===== config.mk =====
export PLATFORM = sky130hd
export DESIGN_NAME = lcd_fb_addr_gen_flat
export DESIGN_NICKNAME = d
export VERILOG_FILES = /design/src/rtl/lcd_dcs_pkg.sv /design/src/rtl/lcd_fb_addr_gen_if.sv /design/src/rtl/lcd_win_param.sv /design/src/rtl/lcd_fb_addr_gen.sv /design/src/flat_wrapper.sv
export SDC_FILE = /design/constraint.sdc
export NUM_CORES = 1
export LEC_CHECK = 0
export CAP_MARGIN = 20
export CORE_UTILIZATION = 35
export DETAILED_ROUTE_END_ITERATION = 16
export GPL_ROUTABILITY_DRIVEN = 0
export PLACE_DENSITY_LB_ADDON = 0.1
export SLEW_MARGIN = 5
export SYNTH_ARGS = -nofsm -noshare
export SYNTH_HDL_FRONTEND = slang
export SYNTH_HIERARCHICAL = 1
export SYNTH_SLANG_ARGS = --single-unit

===== constraint.sdc =====
create_clock -name i_clk -period 2.41 [get_ports i_clk]
set_clock_uncertainty 0.05 [all_clocks]
set_input_delay 0.723 -clock i_clk [delete_from_list [all_inputs] [get_ports i_clk]]
set_output_delay 0.723 -clock i_clk [all_outputs]
set_load 0.01 [all_outputs]

===== src/rtl/lcd_dcs_pkg.sv =====
// DCS opcodes and default geometry shared by the LCD framebuffer address generator.
package lcd_dcs_pkg;

  localparam logic [7:0] DCS_CASET = 8'h2A;
  localparam logic [7:0] DCS_PASET = 8'h2B;
  localparam logic [7:0] DCS_RAMWR = 8'h2C;

  localparam int unsigned DEF_H_RES  = 320;
  localparam int unsigned DEF_V_RES  = 240;
  localparam int unsigned DEF_ADDR_W = 17;

  // StBase: row_base is being built by repeated addition after a RAMWR.
  typedef enum logic {StRun, StBase} walk_st_e;

  function automatic logic is_win_cmd(logic [7:0] cmd);
    return (cmd == DCS_CASET) || (cmd == DCS_PASET);
  endfunction

endpackage


===== src/rtl/lcd_fb_addr_gen_if.sv =====
// Strobe inputs from the LCD bus receiver and framebuffer write outputs.
interface lcd_fb_addr_gen_if import lcd_dcs_pkg::*; #(
  parameter int unsigned ADDR_W = DEF_ADDR_W
);
  logic [7:0]        i_command;
  logic              i_command_latch;
  logic [7:0]        i_param;
  logic              i_param_latch;
  logic [15:0]       i_rgb565;
  logic              i_rgb565_latch;
  logic              o_fb_we;
  logic [ADDR_W-1:0] o_fb_addr;
  logic [15:0]       o_fb_data;
  logic              o_frame_done;
  logic [15:0]       o_win_sc;
  logic [15:0]       o_win_ec;
  logic [15:0]       o_win_sp;
  logic [15:0]       o_win_ep;

  modport master (
    output i_command, i_command_latch, i_param, i_param_latch, i_rgb565, i_rgb565_latch,
    input  o_fb_we, o_fb_addr, o_fb_data, o_frame_done, o_win_sc, o_win_ec, o_win_sp, o_win_ep
  );

  modport slave (
    input  i_command, i_command_latch, i_param, i_param_latch, i_rgb565, i_rgb565_latch,
    output o_fb_we, o_fb_addr, o_fb_data, o_frame_done, o_win_sc, o_win_ec, o_win_sp, o_win_ep
  );
endinterface


===== src/rtl/lcd_win_param.sv =====
// Assembles the four CASET/PASET parameter bytes and holds the committed window.
module lcd_win_param import lcd_dcs_pkg::*; #(
  parameter int unsigned H_RES = DEF_H_RES,
  parameter int unsigned V_RES = DEF_V_RES
) (
  input  logic        clk,
  input  logic        rst_n,
  input  logic        lcd_rst_n,
  input  logic [7:0]  command,
  input  logic        command_latch,
  input  logic [7:0]  param,
  input  logic        param_latch,
  output logic [15:0] sc,
  output logic [15:0] ec,
  output logic [15:0] sp,
  output logic [15:0] ep
);
  localparam logic [15:0] DefEc = 16'(H_RES - 1);
  localparam logic [15:0] DefEp = 16'(V_RES - 1);

  logic [7:0]  cmd_q, cmd_d;
  logic [1:0]  idx_q, idx_d;
  logic        full_q, full_d;
  logic [7:0]  sh0_q, sh0_d, sh1_q, sh1_d, sh2_q, sh2_d;
  logic [15:0] sc_q, sc_d, ec_q, ec_d, sp_q, sp_d, ep_q, ep_d;

  always_comb begin
    cmd_d  = cmd_q;
    idx_d  = idx_q;
    full_d = full_q;
    sh0_d  = sh0_q;
    sh1_d  = sh1_q;
    sh2_d  = sh2_q;
    sc_d   = sc_q;
    ec_d   = ec_q;
    sp_d   = sp_q;
    ep_d   = ep_q;
    if (command_latch) begin
      cmd_d  = command;
      idx_d  = '0;
      full_d = 1'b0;
    end else if (param_latch && !full_q && is_win_cmd(cmd_q)) begin
      unique case (idx_q)
        2'd0: sh0_d = param;
        2'd1: sh1_d = param;
        2'd2: sh2_d = param;
        default: begin
          // full_q blocks any further bytes until the next command.
          full_d = 1'b1;
          if (cmd_q == DCS_CASET) begin
            sc_d = {sh0_q, sh1_q};
            ec_d = {sh2_q, param};
          end else begin
            sp_d = {sh0_q, sh1_q};
            ep_d = {sh2_q, param};
          end
        end
      endcase
      if (idx_q != 2'd3) idx_d = idx_q + 2'd1;
    end
    if (!lcd_rst_n) begin
      cmd_d  = '0;
      idx_d  = '0;
      full_d = 1'b0;
      sh0_d  = '0;
      sh1_d  = '0;
      sh2_d  = '0;
      sc_d   = '0;
      ec_d   = DefEc;
      sp_d   = '0;
      ep_d   = DefEp;
    end
  end

  always_ff @(posedge clk or negedge rst_n) begin
    if (!rst_n) begin
      cmd_q  <= '0;
      idx_q  <= '0;
      full_q <= 1'b0;
      sh0_q  <= '0;
      sh1_q  <= '0;
      sh2_q  <= '0;
      sc_q   <= '0;
      ec_q   <= DefEc;
      sp_q   <= '0;
      ep_q   <= DefEp;
    end else begin
      cmd_q  <= cmd_d;
      idx_q  <= idx_d;
      full_q <= full_d;
      sh0_q  <= sh0_d;
      sh1_q  <= sh1_d;
      sh2_q  <= sh2_d;
      sc_q   <= sc_d;
      ec_q   <= ec_d;
      sp_q   <= sp_d;
      ep_q   <= ep_d;
    end
  end

  assign sc = sc_q;
  assign ec = ec_q;
  assign sp = sp_q;
  assign ep = ep_q;

endmodule


===== src/rtl/lcd_fb_addr_gen.sv =====
// Turns RAMWR pixel strobes into linear framebuffer writes inside the CASET/PASET window.
module lcd_fb_addr_gen import lcd_dcs_pkg::*; #(
  parameter int unsigned H_RES  = DEF_H_RES,
  parameter int unsigned V_RES  = DEF_V_RES,
  parameter int unsigned ADDR_W = DEF_ADDR_W
) (
  input logic              i_clk,
  input logic              i_rst_n,
  input logic              i_lcd_rst_n,
  lcd_fb_addr_gen_if.slave bus
);
  localparam logic [15:0]       HRes16 = 16'(H_RES);
  localparam logic [15:0]       VRes16 = 16'(V_RES);
  localparam logic [ADDR_W-1:0] HResA  = ADDR_W'(H_RES);

  logic [15:0] win_sc, win_ec, win_sp, win_ep;

  lcd_win_param #(
    .H_RES (H_RES),
    .V_RES (V_RES)
  ) u_win_param (
    .clk           (i_clk),
    .rst_n         (i_rst_n),
    .lcd_rst_n     (i_lcd_rst_n),
    .command       (bus.i_command),
    .command_latch (bus.i_command_latch),
    .param         (bus.i_param),
    .param_latch   (bus.i_param_latch),
    .sc            (win_sc),
    .ec            (win_ec),
    .sp            (win_sp),
    .ep            (win_ep)
  );

  walk_st_e          st_q, st_d;
  logic [15:0]       x_q, x_d, y_q, y_d, y_start_q, y_start_d, cnt_q, cnt_d;
  logic [ADDR_W-1:0] row_base_q, row_base_d, start_base_q, start_base_d;
  logic              skid_vld_q, skid_vld_d;
  logic [15:0]       skid_data_q, skid_data_d;
  logic              fb_we_q, fb_we_d, done_q, done_d;
  logic [ADDR_W-1:0] fb_addr_q, fb_addr_d;
  logic [15:0]       fb_data_q, fb_data_d;
  logic              pix_strobe, pix_go;
  logic [15:0]       pix, steps;

  always_comb begin
    st_d         = st_q;
    x_d          = x_q;
    y_d          = y_q;
    y_start_d    = y_start_q;
    cnt_d        = cnt_q;
    row_base_d   = row_base_q;
    start_base_d = start_base_q;
    skid_vld_d   = skid_vld_q;
    skid_data_d  = skid_data_q;
    fb_we_d      = 1'b0;
    done_d       = 1'b0;
    fb_addr_d    = fb_addr_q;
    fb_data_d    = fb_data_q;
    pix_go       = 1'b0;
    pix          = '0;
    pix_strobe   = bus.i_rgb565_latch && !bus.i_command_latch;
    steps        = (win_sp > VRes16) ? VRes16 : win_sp;

    if (bus.i_command_latch) begin
      skid_vld_d = 1'b0;
      if (bus.i_command == DCS_RAMWR) begin
        x_d          = win_sc;
        y_d          = win_sp;
        y_start_d    = win_sp;
        row_base_d   = '0;
        start_base_d = '0;
        cnt_d        = steps;
        st_d         = (steps != 16'd0) ? StBase : StRun;
      end
    end else if (st_q == StBase) begin
      // Multiply SP*H_RES by repeated addition; one pixel may wait in the skid.
      row_base_d = row_base_q + HResA;
      cnt_d      = cnt_q - 16'd1;
      if (cnt_q == 16'd1) begin
        st_d         = StRun;
        start_base_d = row_base_d;
      end
      if (pix_strobe && !skid_vld_q) begin
        skid_vld_d  = 1'b1;
        skid_data_d = bus.i_rgb565;
      end
    end else begin
      if (skid_vld_q) begin
        pix_go      = 1'b1;
        pix         = skid_data_q;
        skid_vld_d  = pix_strobe;
        skid_data_d = bus.i_rgb565;
      end else if (pix_strobe) begin
        pix_go = 1'b1;
        pix    = bus.i_rgb565;
      end
    end

    if (pix_go) begin
      if ((x_q < HRes16) && (y_q < VRes16)) begin
        fb_we_d   = 1'b1;
        fb_addr_d = row_base_q + ADDR_W'(x_q);
        fb_data_d = pix;
      end
      if (x_q >= win_ec) begin
        x_d = win_sc;
        // Wrap to the row latched at RAMWR so y and row_base stay consistent.
        if (y_q >= win_ep) begin
          y_d        = y_start_q;
          row_base_d = start_base_q;
          done_d     = 1'b1;
        end else begin
          y_d        = y_q + 16'd1;
          row_base_d = row_base_q + HResA;
        end
      end else begin
        x_d = x_q + 16'd1;
      end
    end

    if (!i_lcd_rst_n) begin
      st_d         = StRun;
      x_d          = '0;
      y_d          = '0;
      y_start_d    = '0;
      cnt_d        = '0;
      row_base_d   = '0;
      start_base_d = '0;
      skid_vld_d   = 1'b0;
      skid_data_d  = '0;
      fb_we_d      = 1'b0;
      done_d       = 1'b0;
      fb_addr_d    = '0;
      fb_data_d    = '0;
    end
  end

  always_ff @(posedge i_clk or negedge i_rst_n) begin
    if (!i_rst_n) begin
      st_q         <= StRun;
      x_q          <= '0;
      y_q          <= '0;
      y_start_q    <= '0;
      cnt_q        <= '0;
      row_base_q   <= '0;
      start_base_q <= '0;
      skid_vld_q   <= 1'b0;
      skid_data_q  <= '0;
      fb_we_q      <= 1'b0;
      done_q       <= 1'b0;
      fb_addr_q    <= '0;
      fb_data_q    <= '0;
    end else begin
      st_q         <= st_d;
      x_q          <= x_d;
      y_q          <= y_d;
      y_start_q    <= y_start_d;
      cnt_q        <= cnt_d;
      row_base_q   <= row_base_d;
      start_base_q <= start_base_d;
      skid_vld_q   <= skid_vld_d;
      skid_data_q  <= skid_data_d;
      fb_we_q      <= fb_we_d;
      done_q       <= done_d;
      fb_addr_q    <= fb_addr_d;
      fb_data_q    <= fb_data_d;
    end
  end

  assign bus.o_fb_we      = fb_we_q;
  assign bus.o_fb_addr    = fb_addr_q;
  assign bus.o_fb_data    = fb_data_q;
  assign bus.o_frame_done = done_q;
  assign bus.o_win_sc     = win_sc;
  assign bus.o_win_ec     = win_ec;
  assign bus.o_win_sp     = win_sp;
  assign bus.o_win_ep     = win_ep;

endmodule


===== src/flat_wrapper.sv =====
// flat-port wrapper written by rule: the top's interface ports become plain ports
module lcd_fb_addr_gen_flat import lcd_dcs_pkg::*;
#(
  parameter int unsigned H_RES  = DEF_H_RES,
  parameter int unsigned V_RES  = DEF_V_RES,
  parameter int unsigned ADDR_W = DEF_ADDR_W
)
  (i_clk, i_rst_n, i_lcd_rst_n, bus_i_command, bus_i_command_latch, bus_i_param, bus_i_param_latch, bus_i_rgb565, bus_i_rgb565_latch, bus_o_fb_we, bus_o_fb_addr, bus_o_fb_data, bus_o_frame_done, bus_o_win_sc, bus_o_win_ec, bus_o_win_sp, bus_o_win_ep);
  lcd_fb_addr_gen_if #(.ADDR_W(ADDR_W)) bus_i ();
  input logic i_clk;
  input logic i_rst_n;
  input logic i_lcd_rst_n;
  input wire logic [$bits(bus_i.i_command)-1:0] bus_i_command;
  input wire logic [$bits(bus_i.i_command_latch)-1:0] bus_i_command_latch;
  input wire logic [$bits(bus_i.i_param)-1:0] bus_i_param;
  input wire logic [$bits(bus_i.i_param_latch)-1:0] bus_i_param_latch;
  input wire logic [$bits(bus_i.i_rgb565)-1:0] bus_i_rgb565;
  input wire logic [$bits(bus_i.i_rgb565_latch)-1:0] bus_i_rgb565_latch;
  output wire logic [$bits(bus_i.o_fb_we)-1:0] bus_o_fb_we;
  output wire logic [$bits(bus_i.o_fb_addr)-1:0] bus_o_fb_addr;
  output wire logic [$bits(bus_i.o_fb_data)-1:0] bus_o_fb_data;
  output wire logic [$bits(bus_i.o_frame_done)-1:0] bus_o_frame_done;
  output wire logic [$bits(bus_i.o_win_sc)-1:0] bus_o_win_sc;
  output wire logic [$bits(bus_i.o_win_ec)-1:0] bus_o_win_ec;
  output wire logic [$bits(bus_i.o_win_sp)-1:0] bus_o_win_sp;
  output wire logic [$bits(bus_i.o_win_ep)-1:0] bus_o_win_ep;
  assign bus_i.i_command = bus_i_command;
  assign bus_i.i_command_latch = bus_i_command_latch;
  assign bus_i.i_param = bus_i_param;
  assign bus_i.i_param_latch = bus_i_param_latch;
  assign bus_i.i_rgb565 = bus_i_rgb565;
  assign bus_i.i_rgb565_latch = bus_i_rgb565_latch;
  assign bus_o_fb_we = bus_i.o_fb_we;
  assign bus_o_fb_addr = bus_i.o_fb_addr;
  assign bus_o_fb_data = bus_i.o_fb_data;
  assign bus_o_frame_done = bus_i.o_frame_done;
  assign bus_o_win_sc = bus_i.o_win_sc;
  assign bus_o_win_ec = bus_i.o_win_ec;
  assign bus_o_win_sp = bus_i.o_win_sp;
  assign bus_o_win_ep = bus_i.o_win_ep;
  lcd_fb_addr_gen #(.H_RES(H_RES), .V_RES(V_RES), .ADDR_W(ADDR_W)) u_core (.i_clk(i_clk), .i_rst_n(i_rst_n), .i_lcd_rst_n(i_lcd_rst_n), .bus(bus_i));
endmodule

## Word level (Yosys, flattened, before mapping)

Index checks and enable logic that the tools add are counted.
Widths: inputs -> output; s select.

| storage, ports and cells | value |
|---|---|
| output and inout bits | 99 |
| flip-flop bits (word level) | 250 |

| operators by class | value |
|---|---|
| multiplexer cells | 110 |
| reductions and logical operators | 25 |
| $add $sub $neg | 6 |
| order comparisons | 5 |
| equal/unequal tests | 30 |

Operators by type and width:

| operator | count |
|---|---|
| $mux 16 | 51 |
| $mux 17 | 15 |
| $mux 8 | 14 |
| $add 16x1->16 const B | 2 |
| $ge 16x16->1 | 2 |
| $mux 1 | 26 |
| $eq 8x6->1 const B | 3 |
| $ne 3x1->1 const B | 7 |
| $ne 2x1->1 const B | 9 |
| $add 17x16->17 | 1 |
| $add 17x9->17 const B | 1 |
| $eq 16x1->1 const B | 1 |
| $gt 16x8->1 const B | 1 |
| $lt 16x8->1 const B | 1 |
| $lt 16x9->1 const B | 1 |
| $reduce_bool 16->1 | 1 |
| $sub 16x1->16 const B | 1 |
| $reduce_and 3->1 | 5 |
| $reduce_and 2->1 | 6 |
| $mux 2 | 4 |
| $ne 2x2->1 const B | 4 |
| $reduce_and 4->1 | 2 |
| $ne 3x2->1 const B | 2 |
| $logic_and 1x1->1 | 5 |
| 9 further kinds | 11 |

## Longest topological paths before layout

| depth | value |
|---|---|
| depth after elaboration | 9 |
| depth in mapped cells | 11 |
| depth with buffers taken out | 10 |

## Modules after synthesis

The synthesis kept the hierarchy.

By module, submodules not included:

| module | times used | area each (µm²) | cells each |
|---|---|---|---|
| lcd_fb_addr_gen | 1 | 9,455.3 | 1,128 |
| lcd_win_param | 1 | 4,389.2 | 360 |

## Worst setup path after synthesis

OpenSTA, ideal clock, no wires.

| timing path | value |
|---|---|
| kind | register to register |
| start | reg u_core.u_win_param.ec_q[5] (netlist: u_core/u_win_param/ec[5]) |
| end | reg u_core.row_base_q[15] |
| setup slack | -0.068 ns |
| period minus slack after synthesis | 2.478 ns |
| arrival | 2.295 ns |
| buffers on the path | 1 |
| library setup time | 0.133 ns |
| cell stages (with the launch flop) | 11 |
| path through | dfstp_2 inv_1 ha_1 a21oi_1 o21ai_0 a221o_1 a21oi_1 a21oi_2 buf_2 a222oi_1 a31oi_1 |

| on the way | value |
|---|---|
| longest elaborated chain between the ends | 4 |

RTL lines:

| element | line | RTL |
|---|---|---|
| start: declaration | lcd_win_param.sv:25 | `logic [15:0] sc_q, sc_d, ec_q, ec_d, sp_q, sp_d, ep_q, ep_d;` |
| start signal: assignment | lcd_win_param.sv:84 | `ec_q <= DefEc;` |
| start signal: assignment | lcd_win_param.sv:95 | `ec_q <= ec_d;` |
| $ge 16x16->1 | lcd_fb_addr_gen.sv:106 | `if (x_q >= win_ec) begin` |
| $mux 17 | lcd_fb_addr_gen.sv:106 |  |
| $mux 17 | lcd_fb_addr_gen.sv:100 | `if (pix_go) begin` |
| $mux 17 | lcd_fb_addr_gen.sv:122 | `if (!i_lcd_rst_n) begin` |
| via u_core.row_base_d[15] | lcd_fb_addr_gen.sv:37 | `logic [ADDR_W-1:0] row_base_q, row_base_d, start_base_q, start_base_d;` |
| end signal: assignment | lcd_fb_addr_gen.sv:160 | `row_base_q <= row_base_d;` |
| end: declaration | lcd_fb_addr_gen.sv:37 |  |

The timed path passes the listed nets, and every way through them passes these cells.
A chain may end at the register's enable or synchronous reset.

## Worst setup path after layout

| timing path | value |
|---|---|
| start | reg u_core.u_win_param.ec_q[0] (netlist: u_core/u_win_param/ec[0]) |
| end | reg u_core.x_q[12] |

| on the way | value |
|---|---|
| longest elaborated chain between the ends | 4 |

RTL lines:

| element | line | RTL |
|---|---|---|
| $ge 16x16->1 | lcd_fb_addr_gen.sv:106 |  |
| $mux 16 | lcd_fb_addr_gen.sv:106 |  |
| $mux 16 | lcd_fb_addr_gen.sv:100 |  |
| $mux 16 | lcd_fb_addr_gen.sv:122 |  |
| end signal: assignment | lcd_fb_addr_gen.sv:142 | `x_q <= '0;` |
| end signal: assignment | lcd_fb_addr_gen.sv:156 | `x_q <= x_d;` |
| end: declaration | lcd_fb_addr_gen.sv:36 | `logic [15:0] x_q, x_d, y_q, y_d, y_start_q, y_start_d, cnt_q, cnt_d;` |

No other way between the ends.

==> summary.md <==
| Metric | Value |
|---|---|
| Status | `finished, violations left` |
| Failing checks | `negative setup slack` |
| CP Max Fanout | `8` |
| Max-slew violation count | `0` |
| CP required | `2.82 ns` |
| WL final | `48,900 um` |
| Port Buffers | `136` |
| DRC viols | `0` |
| CTS tree | `yes` |
| Setup violations, final | `50` |
| HPWL Detailed | `33,700 um` |
| First-pass GRT wire length | `75,800 um` |
| ANT cells | `0` |
| Bufs on Longest Clock Path | `3` |
| Share of layout cells above drive strength 1 | `27.1%` |
| Top cell type's share of synthesized area | `42.7%` |
| Core area | `0.0388 mm^2` |
| Maximum clock rate | `0.372 GHz` |
| Fin nets | `1,915` |
| RSZ-0062 raised after global routing | `yes` |
| Clk slew on worst S/H paths | `0.06 ns` |
| Mapped Area | `0.0138 mm^2` |
| Initial Util | `35.7%` |
| Clk_lat worst skew | `0.59 ns` |
| CTS buffer count | `31` |
| Die Y | `201 um` |
| Top-count cell post-synth | `dfrtp_1` |
| Max_slew headroom | `20.5%` |
| Iter 0 DRT Violations | `860` |
| Synth Register Bits | `250` |
| Final Hold Vio Count | `0` |
| Net count after synthesis | `1,584` |
| CP Data Arrival Time | `3.10 ns` |
| Ports | `137` |
| Number of global-route vias before repair | `12,700` |
| TNS Setup | `-10.37 ns` |
| Per-cell routed wire length | `20.7 um` |
| Largest net degree at the start of global routing | `49` |
| CTS HTree Levels | `1` |
| Synth area leaders | `dfrtp_1 (43%), mux2i_1 (9.2%), nand2_1 (5.9%)` |
| Power Dens Cells | `508 mW/mm^2` |
| Number of routed nets with antenna violations | `0` |
| Root Driver | `clkbuf_16` |
| Fin crit share | `112%` |
| Top_reg_cell synth | `dfrtp_1` |
| Drt pass-1 iters | `8` |
| Worst VDD drop | `0.581 mV` |
| Tmin final | `2.69 ns` |
| Async SR Flop Fraction | `100%` |
| Worst-Margin Slew | `1.19 ns` |
| Initial antenna violation count | `0` |
| Total GRT Usage | `24.0%` |
| Max_cap viols | `0` |
| Kind of critical path | `reg -> reg` |
| Avg Inst Size Synth | `9.30 um^2` |
| Syn-to-layout area delta | `45.1%` |
| Final WS setup | `-0.279 ns` |
| Sink Count | `250` |
| EDFF count, synth | `0` |
| Hold WC Path Type | `reg -> reg` |
| Die area | `0.0404 mm^2` |
| Worst setup EP type | `flip-flop` |
| Non-filler cells, final | `2,362` |
| Vias | `12,600` |
| Dominant cell type by area after synthesis | `dfrtp_1` |
| Layout fillers | `3,553` |
| Critical Path Start Type | `flip-flop` |
| # rows | `72` |
| Vias/cell | `5.35` |
| Synth Instances | `1,488` |
| Grt ovf | `0` |
| Most instantiated cells after synthesis | `dfrtp_1 (236), nand2_1 (216), mux2i_1 (127)` |
| Yosys warnings | `6` |
| Count of cell types in the netlist | `77` |
| Placed insts | `2,259` |
| Leakage | `9.07 nW` |
| Seq/Total Area, Yosys | `45.3%` |
| Die Wd | `201 um` |
## power by group
| part | switching [mW] | total, mW | internal [mW] |
|---|---|---|---|
| combinational | 0.509 | 0.878 | 0.369 |
| clock | 1.99 | 5.03 | 3.04 |
| sequential | 0.0442 | 4.29 | 4.25 |
| total | 2.55 | 10.2 | 7.66 |
## final cells by class
cell class / count / area, um^2 / area share (%)
multi-input cells: 1076 / 7890 / 39.3
inverters: 73 / 274 / 1.36
repair buffers: 387 / 3860 / 19.2
clock inverters: 21 / 270 / 1.35
clock buffers: 37 / 838 / 4.17
well taps: 518 / 648 / 3.23
flip-flops and latches: 250 / 6300 / 31.4
## metal layers
layer	vias to the layer above	track usage, %	wire [um]
met4	0	5.75	1150
li1	5972	-	-
met5	-	0	0
met2	327	39.2	23200
met3	65	3.41	2510
met1	6280	33.4	22000
## cell families after synthesis
family	share of synthesized area, %
multiplexers	9.18
adder cells (fa/ha/maj)	5.30
AND/OR/NAND/NOR	18.3
AO/OA/AOI/OAI	14.8
flip-flops	45.3
buffers and inverters	4.99
XOR/XNOR	2.09
## worst max-delay path, cell delays in order, from the launching register on
cell	delay [ns]
dfstp_2	0.62
ha_4	0.22
nand2b_4	0.12
a21o_1	0.15
a211o_1	0.33
a21oi_4	0.23
buf_4	0.16
o21a_4	0.19
clkbuf_16	0.19
mux2i_1	0.20
o22ai_1	0.10
## layout by cell type (no fill, tap or decap), types with 11 or more instances in the layout
cell,instances
xnor2_1,25
nand2_1,211
a21o_1,15
clkbuf_16,34
buf_12,32
dfrtp_1,211
nor2b_1,36
a21oi_1,54
nor2_1,89
o21ai_1,25
mux2i_1,126
clkdlybuf4s50_1,107
a31oi_1,28
a221oi_2,16
dlygate4sd2_1,24
o21ai_0,60
inv_1,66
o22ai_1,17
nor3_1,37
nand3_1,49
nand4_1,18
buf_6,21
buf_4,188
dfrtp_2,25
ha_4,11
a21oi_2,11
dfstp_2,14
ha_1,46
o21ai_2,15
## repair_timing
action,4_1_cts,5_1_grt
setup endpoints to repair,117,88
hold endpoints to repair,1,0
gates cloned,9,4
hold buffers,1,0
pin swaps,65,54
gates resized for setup,161,139
setup buffers,21,19
## path summary, 6_finish.rpt
kind | start | endpoint | slack, ns | depth (start not counted)
min in group asynchronous | i_rst_n | u_core/x_q[5] | 0.61 | 2
worst max-delay path | u_core/u_win_param/ec[0] | u_core/x_q[12] | -0.28 | 10
worst min register to register | u_core/start_base_q[14] | u_core/start_base_q[14] | 0.43 | 2
worst min-delay path | u_core/start_base_q[14] | u_core/start_base_q[14] | 0.43 | 2
worst max register to register | u_core/u_win_param/ec[0] | u_core/x_q[12] | -0.28 | 10
max in group asynchronous | i_rst_n | u_core/u_win_param/ep[3] | 1.03 | 3
## per-stage QoR
stage | area [um^2] | utilization, % | setup WS [ns] | hold slack, ns | power, mW
6_report | 20100 | 51.7 | -0.279 | 0.428 | 10.2
4_1_cts | 19300 | 49.7 | -0.208 | 0.428 | 10.3
3_3_place_gp | 17300 | 44.7 | -0.540 | 0.409 | 5.16
2_1_floorplan | 13900 | - | -0.0237 | 0.377 | 4.73
3_5_place_dp | 17300 | 44.7 | -0.527 | 0.415 | 5.16
5_1_grt | 20100 | 51.7 | -0.338 | 0.434 | 10.6
Note: power is estimated with default switching activity, not from simulation.
